File: src/rtl/hdc_feeder_pkg.sv
// Shared types and helpers for the mapper input feeder: FSM state encoding,
// default symbol width and the window-length clamp.
package hdc_feeder_pkg;

   localparam int SYM_WIDTH        = 6;
   localparam int MAX_WINDOW1_SIZE = 12;

   typedef enum logic [1:0] {
      IDLE,
      STREAM,
      DRAIN,
      DONE
   } feeder_state_e;

   // A zero-length window still needs one drain cycle; oversize requests saturate.
   function automatic logic [5:0] clamp_window(input logic [5:0] size, input logic [5:0] max_size);
      if (size == 6'd0) begin
         return 6'd1;
      end
      if (size > max_size) begin
         return max_size;
      end
      return size;
   endfunction

endpackage

File: src/rtl/symbol_fifo.sv
// Synchronous FIFO holding {last, data} host entries; extra pointer bit
// separates full from empty.
module symbol_fifo #(
   parameter int DEPTH = 4,
   parameter int WIDTH = 7
) (
   input  logic             clk_i,
   input  logic             rst_ni,
   input  logic             soft_reset,
   input  logic             push_i,
   input  logic             pop_i,
   input  logic [WIDTH-1:0] wdata_i,
   output logic [WIDTH-1:0] rdata_o,
   output logic             full_o,
   output logic             empty_o
);

   localparam int AW = $clog2(DEPTH);

   logic [AW:0]      wr_ptr_q, wr_ptr_d;
   logic [AW:0]      rd_ptr_q, rd_ptr_d;
   logic [WIDTH-1:0] mem_q [DEPTH];
   logic             do_push;
   logic             do_pop;

   assign full_o  = (wr_ptr_q[AW] != rd_ptr_q[AW]) && (wr_ptr_q[AW-1:0] == rd_ptr_q[AW-1:0]);
   assign empty_o = (wr_ptr_q == rd_ptr_q);
   assign rdata_o = mem_q[rd_ptr_q[AW-1:0]];

   assign do_push = push_i && !full_o;
   assign do_pop  = pop_i && !empty_o;

   always_comb begin
      wr_ptr_d = wr_ptr_q;
      rd_ptr_d = rd_ptr_q;
      if (do_push) begin
         wr_ptr_d = wr_ptr_q + {{AW{1'b0}}, 1'b1};
      end
      if (do_pop) begin
         rd_ptr_d = rd_ptr_q + {{AW{1'b0}}, 1'b1};
      end
   end

   always_ff @(posedge clk_i or negedge rst_ni) begin
      if (!rst_ni) begin
         wr_ptr_q <= '0;
         rd_ptr_q <= '0;
      end else if (!soft_reset) begin
         wr_ptr_q <= '0;
         rd_ptr_q <= '0;
      end else begin
         wr_ptr_q <= wr_ptr_d;
         rd_ptr_q <= rd_ptr_d;
      end
   end

   // Storage needs no reset: an entry is only read after it has been written.
   always_ff @(posedge clk_i) begin
      if (do_push) begin
         mem_q[wr_ptr_q[AW-1:0]] <= wdata_i;
      end
   end

endmodule

File: src/rtl/input_feeder.sv
// Feeds buffered host symbols to the mapper, pacing issue by the mapper's
// ready pulses in sliding-window mode and draining the final window.
module input_feeder
   import hdc_feeder_pkg::*;
#(
   parameter int FIFO_DEPTH       = 4,
   parameter int SYM_WIDTH        = hdc_feeder_pkg::SYM_WIDTH,
   parameter int CNT_WIDTH        = 16,
   parameter int MAX_WINDOW1_SIZE = hdc_feeder_pkg::MAX_WINDOW1_SIZE
) (
   input  logic                 clk_i,
   input  logic                 rst_ni,
   input  logic                 soft_reset,
   input  logic                 running,
   input  logic                 sliding_window_mode,
   input  logic [5:0]           window1_size,
   input  logic                 s_valid,
   input  logic [SYM_WIDTH-1:0] s_data,
   input  logic                 s_last,
   output logic                 s_ready,
   output logic                 in_valid,
   output logic [SYM_WIDTH-1:0] in_value,
   input  logic                 in_ready_internal,
   output logic                 sample_done,
   output logic [CNT_WIDTH-1:0] symbol_count,
   output logic                 busy
);

   feeder_state_e        state_q, state_d;
   logic                 credit_q, credit_d;
   logic [5:0]           drain_cnt_q, drain_cnt_d;
   logic [CNT_WIDTH-1:0] sym_cnt_q, sym_cnt_d;

   logic                 fifo_full;
   logic                 fifo_empty;
   logic [SYM_WIDTH:0]   fifo_head;
   logic                 head_last;
   logic                 push;
   logic                 issue;
   logic                 issue_ok;
   logic [5:0]           eff_window;

   assign s_ready    = rst_ni && soft_reset && !fifo_full;
   assign push       = s_valid && s_ready;
   assign head_last  = fifo_head[SYM_WIDTH];
   assign in_value   = fifo_head[SYM_WIDTH-1:0];
   assign in_valid   = issue;
   assign eff_window = clamp_window(window1_size, 6'(MAX_WINDOW1_SIZE));

   symbol_fifo #(
      .DEPTH (FIFO_DEPTH),
      .WIDTH (SYM_WIDTH + 1)
   ) u_fifo (
      .clk_i      (clk_i),
      .rst_ni     (rst_ni),
      .soft_reset (soft_reset),
      .push_i     (push),
      .pop_i      (issue),
      .wdata_i    ({s_last, s_data}),
      .rdata_o    (fifo_head),
      .full_o     (fifo_full),
      .empty_o    (fifo_empty)
   );

   // The mapper sits at window position 0 when idle, so the first symbol needs no credit.
   always_comb begin
      state_d     = state_q;
      credit_d    = credit_q;
      drain_cnt_d = drain_cnt_q;
      sym_cnt_d   = sym_cnt_q;
      issue_ok    = 1'b0;
      sample_done = 1'b0;

      case (state_q)
         IDLE:    issue_ok = 1'b1;
         STREAM:  issue_ok = sliding_window_mode ? (in_ready_internal || credit_q) : 1'b1;
         default: issue_ok = 1'b0;
      endcase

      issue = running && soft_reset && !fifo_empty && issue_ok;

      if (issue) begin
         credit_d = 1'b0;
         if (sym_cnt_q != '1) begin
            sym_cnt_d = sym_cnt_q + {{(CNT_WIDTH-1){1'b0}}, 1'b1};
         end
         if (head_last) begin
            state_d     = DRAIN;
            drain_cnt_d = sliding_window_mode ? eff_window : 6'd1;
         end else begin
            state_d = STREAM;
         end
      end else if (in_ready_internal) begin
         credit_d = 1'b1;
      end

      case (state_q)
         DRAIN: begin
            if (running) begin
               if (drain_cnt_q <= 6'd1) begin
                  state_d     = DONE;
                  drain_cnt_d = 6'd0;
               end else begin
                  drain_cnt_d = drain_cnt_q - 6'd1;
               end
            end
         end
         DONE: begin
            sample_done = soft_reset;
            credit_d    = 1'b0;
            sym_cnt_d   = '0;
            state_d     = IDLE;
         end
         default: ;
      endcase
   end

   always_ff @(posedge clk_i or negedge rst_ni) begin
      if (!rst_ni) begin
         state_q     <= IDLE;
         credit_q    <= 1'b0;
         drain_cnt_q <= 6'd0;
         sym_cnt_q   <= '0;
      end else if (!soft_reset) begin
         state_q     <= IDLE;
         credit_q    <= 1'b0;
         drain_cnt_q <= 6'd0;
         sym_cnt_q   <= '0;
      end else begin
         state_q     <= state_d;
         credit_q    <= credit_d;
         drain_cnt_q <= drain_cnt_d;
         sym_cnt_q   <= sym_cnt_d;
      end
   end

   assign symbol_count = sym_cnt_q;
   assign busy         = soft_reset && ((state_q != IDLE) || !fifo_empty);

endmodule

File: config.mk
export PLATFORM = sky130hd
export DESIGN_NAME = input_feeder
export DESIGN_NICKNAME = d
export VERILOG_FILES = /design/src/rtl/hdc_feeder_pkg.sv /design/src/rtl/symbol_fifo.sv /design/src/rtl/input_feeder.sv
export SDC_FILE = /design/constraint.sdc
export NUM_CORES = 1
export LEC_CHECK = 0
export ABC_AREA = 1
export BUFFER_PORTS_ARGS = -buffer_cell sky130_fd_sc_hd__buf_2
export CORE_AREA = 10 10 126 128
export CTS_BUF_LIST = sky130_fd_sc_hd__clkbuf_2 sky130_fd_sc_hd__clkbuf_4 sky130_fd_sc_hd__clkbuf_8
export DETAILED_ROUTE_END_ITERATION = 6
export DIE_AREA = 0 0 136 138
export PLACE_DENSITY = 0.43
export SYNTH_ARGS = -nofsm -noshare
export SYNTH_HDL_FRONTEND = slang
export SYNTH_HIERARCHICAL = 1
export SYNTH_SLANG_ARGS = --single-unit
export TNS_END_PERCENT = 100
File: constraint.sdc
create_clock -name clk_i -period 2.5 [get_ports clk_i]
set_input_delay 0.25 -clock clk_i [delete_from_list [all_inputs] [get_ports clk_i]]
set_output_delay 0.25 -clock clk_i [all_outputs]
set_load 0.02 [all_outputs]
Yosys cells after proc, flatten, opt, wreduce, memory -nomap -nowiden
Memories as Yosys holds them, arrays and structs flattened.
Cells that the tools add are included.
W data, S select, Z words.
Operators by class
  reduce and logical (&&, ||, !) cells: 18
  magnitude comparators: 2
  equality and inequality tests: 12
  multiplexer cells: 37
  add/sub/neg operators: 4
Operators with widths (number)
  $mux W6: 11
  $mux W16: 4
  $add A16 B1 Y16 const B: 1
  $ne A16 B16 Y1 const B: 1
  $mux W3: 4
  $mux W1: 11
  $logic_and A1 B1 Y1: 10
  $mux W2: 5
  $add A3 B1 Y3 const B: 2
  $gt A6 B4 Y1 const B: 1
  $le A6 B1 Y1 const B: 1
  $logic_not A6 Y1: 1
  $ne A3 B1 Y1 const B: 2
  $sub A6 B1 Y6 const B: 1
  $eq A2 B2 Y1 const B: 2
  $ne A2 B1 Y1 const B: 2
  $ne A4 B1 Y1 const B: 1
  $pmux W2 S2: 1
  $eq A3 B3 Y1: 1
  $eq A2 B1 Y1 const B: 1
  $eq A2 B2 Y1: 1
  $logic_not A1 Y1: 2
  $logic_not A2 Y1: 1
  $logic_or A1 B1 Y1: 2
  other kinds (4): 4
Storage, ports and cells
  flip-flop bits (word level): 31
  word-level logic and storage cells: 80
  output and inout bits: 26
  input port bits: 20
  bits in writable memories: 28
  memories: 1
Memory list
  u_fifo.mem_q: words 4, bits a word 7, read ports 1, clocked after Yosys merged registers in 0, wr ports 1, line symbol_fifo.sv:22  | logic [WIDTH-1:0] mem_q [DEPTH];

Logic depth before layout (Yosys ltp)
Gate-level depths: netlist of run 1.
  depth after elaboration: 11
  mapped depth: 16
  gate-level depth less buffers: 16

Hierarchy
The synthesis of run 1 kept the hierarchy.
Modules (own cells, without submodules)
  input_feeder: cells each 251, times used 1, seq. area each 625.6 µm², area each 1764.2 µm²
  symbol_fifo: cells each 128, times used 1, seq. area each 991.0 µm², area each 1511.4 µm²

Worst setup path before layout of run 1
No wires, ideal clock.
  path type: register to register
  start: register u_fifo.rd_ptr_q[1]
  end: memory u_fifo.mem_q[0][0] (enable)
  slack: 0.385 ns
  required time: 2.140 ns
  data arrival time: 1.755 ns
  setup time: 0.360 ns
  stages on the path, launching flop included: 8
  path buffers: 1
  period minus slack after synthesis: 2.115 ns
  cells stage by stage: dfrtp_1 > buf_6 > xnor2_2 > nand3_4 > inv_1 > nor3b_1 > nand2_4 > nor2_1
Between the ends
  longest elaborated chain between the ends: 8
Ends and longest elaborated chain
  from (decl): line symbol_fifo.sv:21  | logic [AW:0] rd_ptr_q, rd_ptr_d;
  from (signal assigned): line symbol_fifo.sv:53  | rd_ptr_q <= rd_ptr_d;
  $eq A2 B2 Y1: line symbol_fifo.sv:26  | assign full_o = (wr_ptr_q[AW] != rd_ptr_q[AW]) && (wr_ptr_q[AW-1:0] == rd_ptr_q[AW-1:0]);
  $logic_and A1 B1 Y1: line symbol_fifo.sv:26
  net fifo_full: line input_feeder.sv:34  | logic fifo_full;
  $logic_not A1 Y1: line input_feeder.sv:43  | assign s_ready = rst_ni && soft_reset && !fifo_full;
  $logic_and A1 B1 Y1: line input_feeder.sv:43
  $logic_and A1 B1 Y1: line input_feeder.sv:44  | assign push = s_valid && s_ready;
  net push: line input_feeder.sv:38  | logic push;
  $logic_and A1 B1 Y1: line symbol_fifo.sv:30  | assign do_push = push_i && !full_o;
  $mux W1: line symbol_fifo.sv:59  | if (do_push) begin
  $mux W1 (not written as such): line symbol_fifo.sv:60  | mem_q[wr_ptr_q[AW-1:0]] <= wdata_i;
  to (decl): line symbol_fifo.sv:22
The timed path passes the listed nets, and every way through them passes these cells.

Final worst setup path of run 1
  start: register u_fifo.rd_ptr_q[1]
  end: output port in_valid
Between the ends
  longest elaborated chain between the ends: 4
Ends and longest elaborated chain
  $eq A3 B3 Y1: line symbol_fifo.sv:27  | assign empty_o = (wr_ptr_q == rd_ptr_q);
  net fifo_empty: line input_feeder.sv:35  | logic fifo_empty;
  $logic_not A1 Y1: line input_feeder.sv:80  | issue = running && soft_reset && !fifo_empty && issue_ok;
  $logic_and A1 B1 Y1 (2 in a row): line input_feeder.sv:80
  to (decl): line input_feeder.sv:21  | output logic in_valid,
The timed path passes the listed nets, and every way through them passes these cells.

==> out/results.txt, run 1 <==
The path class of the lowest-slack min-delay path was in2reg. The post-layout net count was 466; the half-perimeter wire length after detailed placement was 6.15 mm. The run gives 2 as the maximum buffer depth of the clock tree.

The peak fanout along the critical path is 11, and the post-cts sizing count is 0. The detailed router finished its first iteration with 111 violations. The final layout contains routed wiring with a total length of 8.43 mm. The clock drives 59 sinks.

Area share of the largest cell type after synthesis: 0.257. The routability congestion estimate is 0.783, and the largest net degree at the start of global routing is 32. Number of buffers inserted by hold repair at cts: 1.

The count of buffers from port buffering is 45. Count of standard-cell rows: 43. The register cell area after layout was 1620 sq um; the vertical extent of the die was 138 um. The fraction of final layout cells with drive strength greater than 1 works out to 0.228.

The run gives 2608 as the via count of the first global-routing pass. The count of nets left with antenna violations after detail routing is 0. The number of pins with negative max-slew slack in the final report is 0, and the post-synth net total is 407. 46 I/O pins were placed. The run gives 0 as the number of violations of the max-capacitance limit.

Adding up every negative setup slack in the final design gives 0 ns. Across the VDD grid, the largest voltage drop is 0.000220 V. The tools report the final-report hold violation count as 0. At the worst endpoint, the required time is 2.25 ns. The total overflow left after global routing is 0.

By area the synthesized netlist is led by sky130_fd_sc_hd__edfxtp_1 26%, sky130_fd_sc_hd__dfrtp_1 24%, sky130_fd_sc_hd__nand2_1 8.4%, sky130_fd_sc_hd__inv_1 5.5%, sky130_fd_sc_hd__nor2_1 5.0%. In the synthesized netlist the dominant register cell turns out to be sky130_fd_sc_hd__dfrtp_1. The worst setup path is captured at an output port. Most common cell in the netlist: sky130_fd_sc_hd__nand2_1. The run gives 3 as the number of H-tree branching levels.

The first global-routing pass estimated 13.6 mm of wire. The number of remaining DRC errors is 0, and the area of the multi-input gates is 1400 sq um. The share of flip-flops with an asynchronous set or reset works out to 0.525. The logs give 3280 sq um for the area of the mapped netlist and 0.704 for the normalized max-slew margin.

The layout overhead on the synthesized area works out to 21.7%. For the total global routing track utilization, the log shows 0.0913. The flow ran to the end, and the final reports show no timing, DRC or antenna violations. The first TritonRoute pass finished after 4 iterations. Between clock sinks in the finished design, the worst skew comes to 0.00938 ns.

The number of unique standard cell types used by synthesis came out at 36. The synthesized design spends more area on one cell type than any other, namely sky130_fd_sc_hd__edfxtp_1. The total power density per cell area was 571 nW/um^2; the insertion delay to the later sink of the worst-skew pair was 0.35 ns. In this run the clock root is driven by a sky130_fd_sc_hd__clkbuf_8. The critical path is of the reg2out type. The register area share after synthesis is 0.494. The worst hold path begins at s_data[5]. The final route contains 2681 vias.

Type of origin of the critical path: a flop. Dividing the detail-routed via count by the number of cells gives 4.30. The total area inside the core boundary comes to 13500 sq um. Yosys printed 6 warnings.

Fill cells in the final layout number 1442. Setup repair after global routing left no endpoint under its margin. The run gives 0 as the final antenna diode count. Setup violations remaining at the end of the flow were counted as 0.

The total die area is 18800 sq um. STA puts the critical path data arrival time at 2.01 ns. The horizontal extent of the die came out at 136 um. The tools report the initial antenna violation count as 0. The number of clock buffers added by TritonCTS is 9. Counting flops and latches in the post-synthesis netlist gives 59.

At the pin with the least slew margin, the transition time is 0.444 ns. The first element of the critical path is u_fifo/rd_ptr_q[1]. The run gives 443 MHz as the maximum achievable frequency. The leakage power summed over all cells came out at 0.00181 uW. The clock input transition at the sequential cells of the worst setup and hold paths works out to 0.07 ns. Counting instances in the post-synthesis netlist gives the leading cell types as 73 x sky130_fd_sc_hd__nand2_1, 48 x sky130_fd_sc_hd__inv_1, 44 x sky130_fd_sc_hd__nor2_1, 31 x sky130_fd_sc_hd__dfrtp_1, 30 x sky130_fd_sc_hd__nand3_1. In the final routed layout, each cell accounts on average for 13.5 um. Once the clock tree was built, the setup fixing pass inserted 0 buffers. The number of enable-type register cells in the synthesized netlist was 28. The tools report the starting utilization of the core area as 0.243. Startpoint of the lowest-slack register-to-register path: u_fifo/rd_ptr_q[1]. Instance count along the most critical hold path: 1. The smallest clock period supported by the final layout is computed as 2.26 ns. After synthesis, the mean cell area works out to 8.64 sq um. The depth of the worst register-to-register path came out at 14. The final cycle utilization of the critical path was 0.903; the cell count after synthesis was 379. For the share of the core filled with cells in the final layout, the log shows 0.295.

TritonCTS built the clock tree.
## logic make-up (layout without fill, tap and decap cells)
logic type | Yosys count | after routing | share of synthesized area
flip-flops | 59 | 59 | 0.494
adder cells (fa/ha/maj) | 8 | 8 | 0.0306
AND/OR/NAND/NOR | 190 | 190 | 0.282
AO/OA/AOI/OAI | 53 | 53 | 0.0898
XOR/XNOR | 8 | 8 | 0.0237
buffers and inverters | 61 | 125 | 0.0802
## cell type report
| class | instances | share of cell area |
|---|---|---|
| sequential | 59 | 0.406 |
| timing repair buffer | 56 | 0.0778 |
| multi-input combinational | 259 | 0.350 |
| tap | 180 | 0.0565 |
| clock inverter | 7 | 0.0289 |
| inverter | 53 | 0.0499 |
| clock buffer | 9 | 0.0311 |
## worst max-delay path: stages (launching register included)
cell,delay [ns]
sky130_fd_sc_hd__dfrtp_1,0.53
sky130_fd_sc_hd__xnor2_2,0.27
sky130_fd_sc_hd__nand3_2,0.16
sky130_fd_sc_hd__inv_1,0.11
sky130_fd_sc_hd__inv_1,0.04
sky130_fd_sc_hd__nand2_1,0.09
sky130_fd_sc_hd__nor2_4,0.04
sky130_fd_sc_hd__nand2_1,0.11
sky130_fd_sc_hd__inv_1,0.12
sky130_fd_sc_hd__buf_2,0.19
## state kept, by name (all words and copies together), names as in the netlist
name             cells
u_fifo/rd_ptr_q      3
u_fifo/mem_q        28
credit_q             1
u_fifo/wr_ptr_q      3
state_q              2
symbol_count        16
drain_cnt_q          6
## worst paths after layout
kind / to / slack (ns)
setup / recovery: in_valid / 0.24
hold / removal: u_fifo/mem_q[3][5] / 0.12
max in group asynchronous: symbol_count[11] / 1.63
hold reg to reg: credit_q / 0.51
setup reg to reg: symbol_count[11] / 0.41
min in group asynchronous: u_fifo/rd_ptr_q[2] / 0.55
## cells in the final DEF, fill, tap and decap left out, types with 7 or more instances in the layout
master / count
sky130_fd_sc_hd__a21oi_1: 18
sky130_fd_sc_hd__buf_2: 45
sky130_fd_sc_hd__buf_4: 10
sky130_fd_sc_hd__clkbuf_8: 9
sky130_fd_sc_hd__dfrtp_1: 31
sky130_fd_sc_hd__edfxtp_1: 28
sky130_fd_sc_hd__ha_1: 8
sky130_fd_sc_hd__inv_1: 48
sky130_fd_sc_hd__nand2_1: 73
sky130_fd_sc_hd__nand2_2: 7
sky130_fd_sc_hd__nand3_1: 30
sky130_fd_sc_hd__nand4_1: 15
sky130_fd_sc_hd__nor2_1: 44
sky130_fd_sc_hd__o21ai_0: 19
sky130_fd_sc_hd__o22ai_1: 7
## routing by layer
| layer | vias to the layer above | share of wire | track usage | wire (um) |
|---|---|---|---|---|
| met5 | - | 0 | 0 | 0 |
| met4 | 0 | 0.0083 | 0.0269 | 70 |
| met3 | 7 | 0.063 | 0.0402 | 528 |
| met2 | 52 | 0.47 | 0.142 | 3980 |
| met1 | 1252 | 0.46 | 0.111 | 3860 |
| li1 | 1370 | - | - | - |
## report_power, final
| part | total [uW] | switching [uW] | leakage (uW) | internal (uW) |
|---|---|---|---|---|
| combinational | 166 | 113 | 0.00101 | 53.5 |
| sequential | 1050 | 12.3 | 0.000682 | 1030 |
| clock | 1070 | 405 | 0.000117 | 660 |
## through the flow
stage	setup slack, ns	total power [uW]	std cells	hold slack, ns	instance area, sq um
after global placement	0.467	1240	606	0.391	3740
after floorplan	0.385	1160	379	-0.0456	3280
after global routing	0.0369	2380	623	0.102	3990
final	0.242	2280	623	0.116	3990
after CTS	0.197	2330	623	0.0965	3990
after detailed placement	0.411	1240	606	0.394	3740
Power figures use the tool's default switching activity.
==> run 2: changes to the inputs <==
- BUFFER_PORTS_ARGS: -buffer_cell sky130_fd_sc_hd__buf_2 -> not set
- DONT_BUFFER_PORTS: not set -> 1
- PLACE_DENSITY: 0.43 -> 0.41
- clock period: 2.5 -> 1.9 ns (I/O delays scaled with it)
==> run 2 against run 1 <==
Power up 26%. Non-clock buffer count rose by 1. Setup slack lost 0.16 ns. Clock-buffer cell count rose by 1. Sequential share of layout area is 1.8 points lower. Via count increased by 0.48%.
==> out/results.txt, run 2 (synthesized netlist as in run 1, its figures left out) <==
The flow ran to the end, and the final reports show no timing, DRC or antenna violations. After clock tree synthesis, the clock-pin slew on the worst setup and hold paths is 0.07 ns. The critical setup path kind was reg2out. The min-delay analysis places its worst path in the category in2reg. In this run the worst path has a maximum fanout of 4.

The number of pins with negative max-slew slack in the final report is 0. In this run the tool buffered the top-level ports with 0 buffer cells. The logs give 0.0555 ns for the setup slack at placement and 32 for the largest net degree at the start of global routing.

The worst path meets setup with 0.0863 ns of slack. The via count of the first global-routing pass is 2649, and the maximum achievable frequency is 551 MHz. The depth of the worst register-to-register path is 9. Compared with the post-synthesis result, the final layout area differs by 27.2%. Before antenna repair, the detailed router went through 5 iterations. The number of antenna diodes in the final layout is 0. The critical path ends at in_valid. Global routing finished with a remaining overflow of 0. The maximum buffer depth of the clock tree came out at 2. Max-cap violations in this run came to 0.

In this run the remaining antenna-violating nets after routing total 0. Setup violations remaining at the end of the flow were counted as 0. The count of pins on the block boundary was 46; the total die area was 18800 sq um. The startpoint identified for the worst register-to-register timing path is u_fifo/rd_ptr_q[0]. At the worst endpoint, the arrival time is 1.62 ns.

The starting utilization of the core area came out at 0.243. The post-layout minimum cycle time works out to 1.81 ns. TritonCTS built the clock tree. STA puts the critical path data required time at 1.71 ns. In the layout the commonest cells are 70 x sky130_fd_sc_hd__nand2_1, 44 x sky130_fd_sc_hd__nor2_1, 43 x sky130_fd_sc_hd__inv_1, 43 x sky130_fd_sc_hd__buf_4, 31 x sky130_fd_sc_hd__dfrtp_1.

For the worst-skew pair, the clock arrives at the later sink with an insertion delay of 0.35 ns. The run gives 0 as the initial antenna violation count. The final-report hold violation count is 0. The critical path starts at u_fifo/wr_ptr_q[1]. TritonCTS created 9 clock buffers. After legalization and detailed placement, the total HPWL measured 6.23 mm. In this run the standard cell core region covers 13500 sq um. The tightest hold margin came out at 0.0198 ns. The tools report the DRC violation total after the first TritonRoute iteration as 87.

After detailed routing, the total wire length is 8.75 mm. The setup check on the worst reg-to-reg path leaves a slack of 0.13 ns. The tree is rooted in a sky130_fd_sc_hd__clkbuf_8. The worst-case vdd ir drop is 0.000635 V. Summing over every cut layer, the via total after detailed routing is 2694. The leakage power summed over all cells was 0.00183 uW; the post-detailed-route wirelength per cell was 14.0 um.

Including well taps, the total number of placed cells is 593. The clock net in this run drives a total of 59 sinks. The clock tree synthesis step divided the H-tree into 3 levels. In this run the power density over the cells is 691 nW/um^2. STA classifies the critical path endpoint as an output port. The routability congestion estimate is 0.805, and the final cell count without fillers is 624. The tools report the total global routing track utilization as 0.0944. The endpoint identified for the worst register-to-register timing path is drain_cnt_q[1]. For this run, design rule violations remaining after detail routing come to 0.

The die is 138 um tall. Setup repair after global routing could not meet its margin everywhere. Normalized max-slew margin: 0.614.

The first global-routing pass estimated 13.7 mm of wire. The library cell used most frequently in the layout, excluding fill and tap cells, is sky130_fd_sc_hd__nand2_1. The detail-routed via count per cell works out to 4.32.

STA classifies the critical path startpoint as a flop. The filler cells instantiated in the layout total 1435. The register with the most flip-flops in the layout has 28 of them. Clock skew on the completed layout was measured at 0.00896 ns. The slew at the pin closest to its max-slew limit came out at 0.578 ns. The fraction of final layout cells with drive strength greater than 1 is 0.230. The final cycle utilization of the critical path came out at 0.955. The count of standard-cell rows is 43. After the last flow step, the layout net total stands at 467. Horizontal extent of the die: 136 um.
## run 2: cell count changes in the layout (fill, tap and decap cells not counted), moves of 2 or more
cell,change
sky130_fd_sc_hd__nand2_4,+2
sky130_fd_sc_hd__inv_2,+3
sky130_fd_sc_hd__nand2_1,-3
sky130_fd_sc_hd__dlygate4sd3_1,+10
sky130_fd_sc_hd__buf_6,+2
sky130_fd_sc_hd__buf_2,-45
sky130_fd_sc_hd__inv_1,-5
sky130_fd_sc_hd__buf_4,+33
## run 2: power by group
group | total, uW | leakage, uW | switching [uW] | internal, uW
logic | 251 | 0.00104 | 154 | 97.2
registers | 1370 | 0.000682 | 10.9 | 1360
clock network | 1260 | 0.000107 | 513 | 743
## run 2: what timing repair did
action	CTS	global route
gates cloned	0	0
pin swaps	2	5
setup endpoints to repair	1	47
endpoints found under the hold margin	70	0
resized for setup	5	13
buffers inserted	0	3
hold buffers	12	0
## run 2: worst max-delay path, stage by stage (launching register included)
cell and delay (ns):
sky130_fd_sc_hd__dfrtp_1 0.41, sky130_fd_sc_hd__xnor2_2 0.18, sky130_fd_sc_hd__nand3_2 0.10, sky130_fd_sc_hd__inv_2 0.04, sky130_fd_sc_hd__inv_2 0.04, sky130_fd_sc_hd__nand2_2 0.06, sky130_fd_sc_hd__nor2_4 0.16, sky130_fd_sc_hd__nand2_4 0.09
sky130_fd_sc_hd__inv_4 0.08, sky130_fd_sc_hd__buf_6 0.11
## run 2: metrics by stage
step                 util  total power (uW)  instance area, sq um  TNS, ns
finish              0.309              2880                  4170        0
global route        0.309              3010                  4170  -0.0491
CTS                 0.305              2920                  4110        0
detailed placement  0.278              1590                  3760        0
global placement    0.278              1590                  3760        0
floorplan               -              1530                  3280    -1.14
## run 2: area by class of cell
type / instances / area (sq um) / share of cell area
clock buffer: 10 / 131 / 0.0315
clock inverter: 6 / 81.3 / 0.0195
sequential: 59 / 1620 / 0.388
timing repair buffer: 57 / 475 / 0.114
inverter: 53 / 206 / 0.0495
multi-input combinational: 259 / 1430 / 0.343
tap: 180 / 225 / 0.0540
## run 2: per-layer routing
metal	global-route usage	part of all wire	routed length, um	up-vias
met5	0	0	0	-
met2	0.153	0.48	4210	60
met4	0.0348	0.016	138	0
met1	0.103	0.42	3710	1249
li1	-	-	-	1373
met3	0.0475	0.079	695	12
## run 2: worst min path at each step
| stage | cells after the start | slack (ns) | end | from |
|---|---|---|---|---|
| floorplan | 0 | -0.11 | credit_q | rst_ni |
| global placement | 0 | -0.10 | symbol_count[2] | rst_ni |
| detailed placement | 0 | -0.10 | symbol_count[2] | rst_ni |
| CTS | 2 | 0.003 | u_fifo/wr_ptr_q[2] | soft_reset |
| global route | 2 | 0.01 | symbol_count[8] | soft_reset |
| finish | 2 | 0.02 | u_fifo/wr_ptr_q[2] | soft_reset |
==> run 3: changes to the inputs <==
- CORE_AREA: 10 10 126 128 -> 2 2 118 120
- DIE_AREA: 0 0 136 138 -> 0 0 120 122
- PLACE_DENSITY: 0.41 -> not set
==> run 3 against run 2 <==
Clock-buffer cell count grew 1. Critical path depth grew 2. Utilization grew 0.59 points. Design area grew 1.9%. First-iteration DRC count grew 69%. Setup slack lost 0.041 ns. Non-clock buffer count is the same. Die area shrank 22%. Via count grew 3.6%. Largest cell class unchanged.
==> out/results.txt, run 3 (synthesized netlist as in run 1, its figures left out) <==
The flow ran to the end, and the final reports show no timing, DRC or antenna violations. Setup violations remaining at the end of the flow were counted as 0. The post-layout net count came out at 468. Clock latency on the worst-skew pair, taken at its later pin, is 0.35 ns.

The fraction of final layout cells with drive strength greater than 1 came out at 0.247. The horizontal extent of the die was 120 um; the flip-flop count of the largest register after layout was 28. The run gives 0.000453 V as the worst-case vdd ir drop. The final-report hold violation count is 0. The share of the core filled with cells in the final layout is 0.315, and the final antenna diode count is 0. The met2 usage is 0.198, and the count of nets left with antenna violations after detail routing is 0. Max-cap violations in this run came to 0. The tools report the initial antenna violation count as 0. The via count of the first global-routing pass is 2694, and the met3 track demand over resource is 0.0440.

Between clock sinks in the finished design, the worst skew comes to 0.00952 ns. The tools report the startpoint of the worst hold path as soft_reset. The total global routing track utilization came out at 0.118.

For this design, the slowest cell found on the critical path is sky130_fd_sc_hd__dfrtp_1. TritonCTS built the clock tree. In this run the number of H-tree levels came out at 3. Data on the critical path is required at its endpoint by 1.71 ns. The vertical extent of the die is 122 um, and the post-detailed-route wirelength per cell is 13.5 um. Summing all non-filler instances in the final layout gives an area of 4250 sq um. Counting the buffers created by CTS gives 9. For this run, the slowest stage of the critical path takes 0.41 ns. Area of the core: 13500 sq um.

The slew at the pin closest to its max-slew limit was 0.533 ns; the largest net degree at the start of global routing was 32. The total die area is 14600 sq um. For the finished layout, the period the worst path requires is 1.85 ns.

Power spread over the standard cell area amounts to 749 nW/um^2. The startpoint of the lowest-slack register-to-register path is u_fifo/rd_ptr_q[1]. The half-perimeter wire length after detailed placement was 5.73 mm; the total grt overflow was 0. In the layout the commonest cells are 70 x sky130_fd_sc_hd__nand2_1, 42 x sky130_fd_sc_hd__inv_1, 42 x sky130_fd_sc_hd__buf_4. The peak fanout along the critical path is 4, and the overall power of the completed layout is 3180 uW. The layout overhead on the synthesized area is 29.7%, and the detail-routed via count per cell is 4.47.

The number of sinks handled by clock tree synthesis is 59, and the count of pins on the block boundary is 46. After detailed routing, the total wire length is 8.41 mm. The type of origin of the critical path was a flop. The clock tree root buffer cell is sky130_fd_sc_hd__clkbuf_8. For the fraction of met1 tracks used by global routing, the log shows 0.139. Counting along the longest clock path gives a buffer depth of 2.

The min-delay analysis places its worst path in the category in2reg. The internal reg-to-reg setup slack was 0.11 ns; the final cell count without fillers was 625. After detailed routing, the number of remaining DRC violations is 0. met2 is the most crowded layer. The number of pins with negative max-slew slack in the final report is 0, and the routability congestion estimate is 0.813. The tools report the normalized max-slew margin as 0.643. The critical path contains buffers and inverters numbering 5 combined. Leaving out fill and tap cells, the most frequent cell in the layout is sky130_fd_sc_hd__nand2_1. The starting utilization of the core area came out at 0.243. Across all layers, the routed design uses 2792 vias. The maximum achievable frequency came out at 539 MHz.

The first global-routing pass estimated 13.4 mm of wire. The final cycle utilization of the critical path was 0.976. Setup repair after global routing could not meet its margin everywhere. In this run the core area contains 43 standard-cell rows.

Summing all placed instances gives a cell area of 3710 sq um. The first detailed-routing pass took 4 iterations. The worst setup path is of the reg2out kind. The leakage power summed over all cells came out at 0.00185 uW. The worst setup path is captured at an output port. The number of instances in the placed design came out at 587. In this run the worst setup path begins at u_fifo/wr_ptr_q[0]. The critical path goes through inv_2 > nand2_2 > nand2_2 > nand3_2 > inv_2 > inv_2 > nand2_2 > nor2_4 > nand2_4 > inv_4 > buf_6. Data arrives at the worst endpoint at 1.66 ns. Broken down by cell family, the worst path's largest delay share belongs to simple AND/OR/NAND/NOR gates. The clock input transition at the sequential cells of the worst setup and hold paths was 0.07 ns; the count of buffers from port buffering was 0.

For the DRC violation total after the first TritonRoute iteration, the log shows 147.
[run 3: routing by layer]
layer	routed length (um)	share of wire
met5	0	0
met3	503	0.060
met1	3610	0.43
met4	114	0.014
met2	4190	0.50
[run 3: power breakdown]
part | switching [uW] | internal [uW]
Combinational | 152 | 96.0
Clock | 510 | 1050
Sequential | 12.4 | 1360
Total | 675 | 2510
[run 3: final timing paths]
| check | endpoint | cells after the start |
|---|---|---|
| setup reg to reg | u_fifo/mem_q[2][3] | 8 |
| min in group asynchronous | drain_cnt_q[3] | 2 |
| setup / recovery | in_valid | 11 |
| hold / removal | u_fifo/rd_ptr_q[2] | 2 |
| hold reg to reg | credit_q | 2 |
| max in group asynchronous | u_fifo/rd_ptr_q[2] | 2 |
[run 3: layout make-up]
type	count	area [sq um]
clock buffers	11	145
clock inverters	5	124
fillers	1368	9260
inverters	53	206
multi-input cells	260	1450
flip-flops and latches	59	1620
well taps	180	225
repair buffers	57	480
[run 3: timing repair]
| item | 4_1_cts | 5_1_grt |
|---|---|---|
| pin swaps | 2 | 7 |
| gates cloned | 0 | 1 |
| resized for setup | 3 | 24 |
| setup endpoints to repair | 1 | 47 |
| hold buffers | 11 | 0 |
| hold endpoints to repair | 68 | 0 |
| setup buffers | 3 | 7 |
[run 3: metrics by stage]
step	hold slack (ns)	setup WS [ns]	TNS [ns]
floorplan	-0.106	-0.0407	-1.14
global placement	-0.104	0.131	0
detailed placement	-0.104	0.0901	0
CTS	0.000586	0.0164	0
global route	0.0121	-0.0489	-0.0546
finish	0.0131	0.0455	0
[run 3: worst register-to-register path, cell delays in order, from the launching register on]
cell and delay [ns]:
sky130_fd_sc_hd__dfrtp_1 0.42, sky130_fd_sc_hd__xnor2_2 0.16, sky130_fd_sc_hd__buf_4 0.15, sky130_fd_sc_hd__nand3_4 0.09
sky130_fd_sc_hd__inv_2 0.06, sky130_fd_sc_hd__nor3b_4 0.23, sky130_fd_sc_hd__nand2_4 0.12, sky130_fd_sc_hd__nor2_2 0.09
sky130_fd_sc_hd__buf_4 0.17
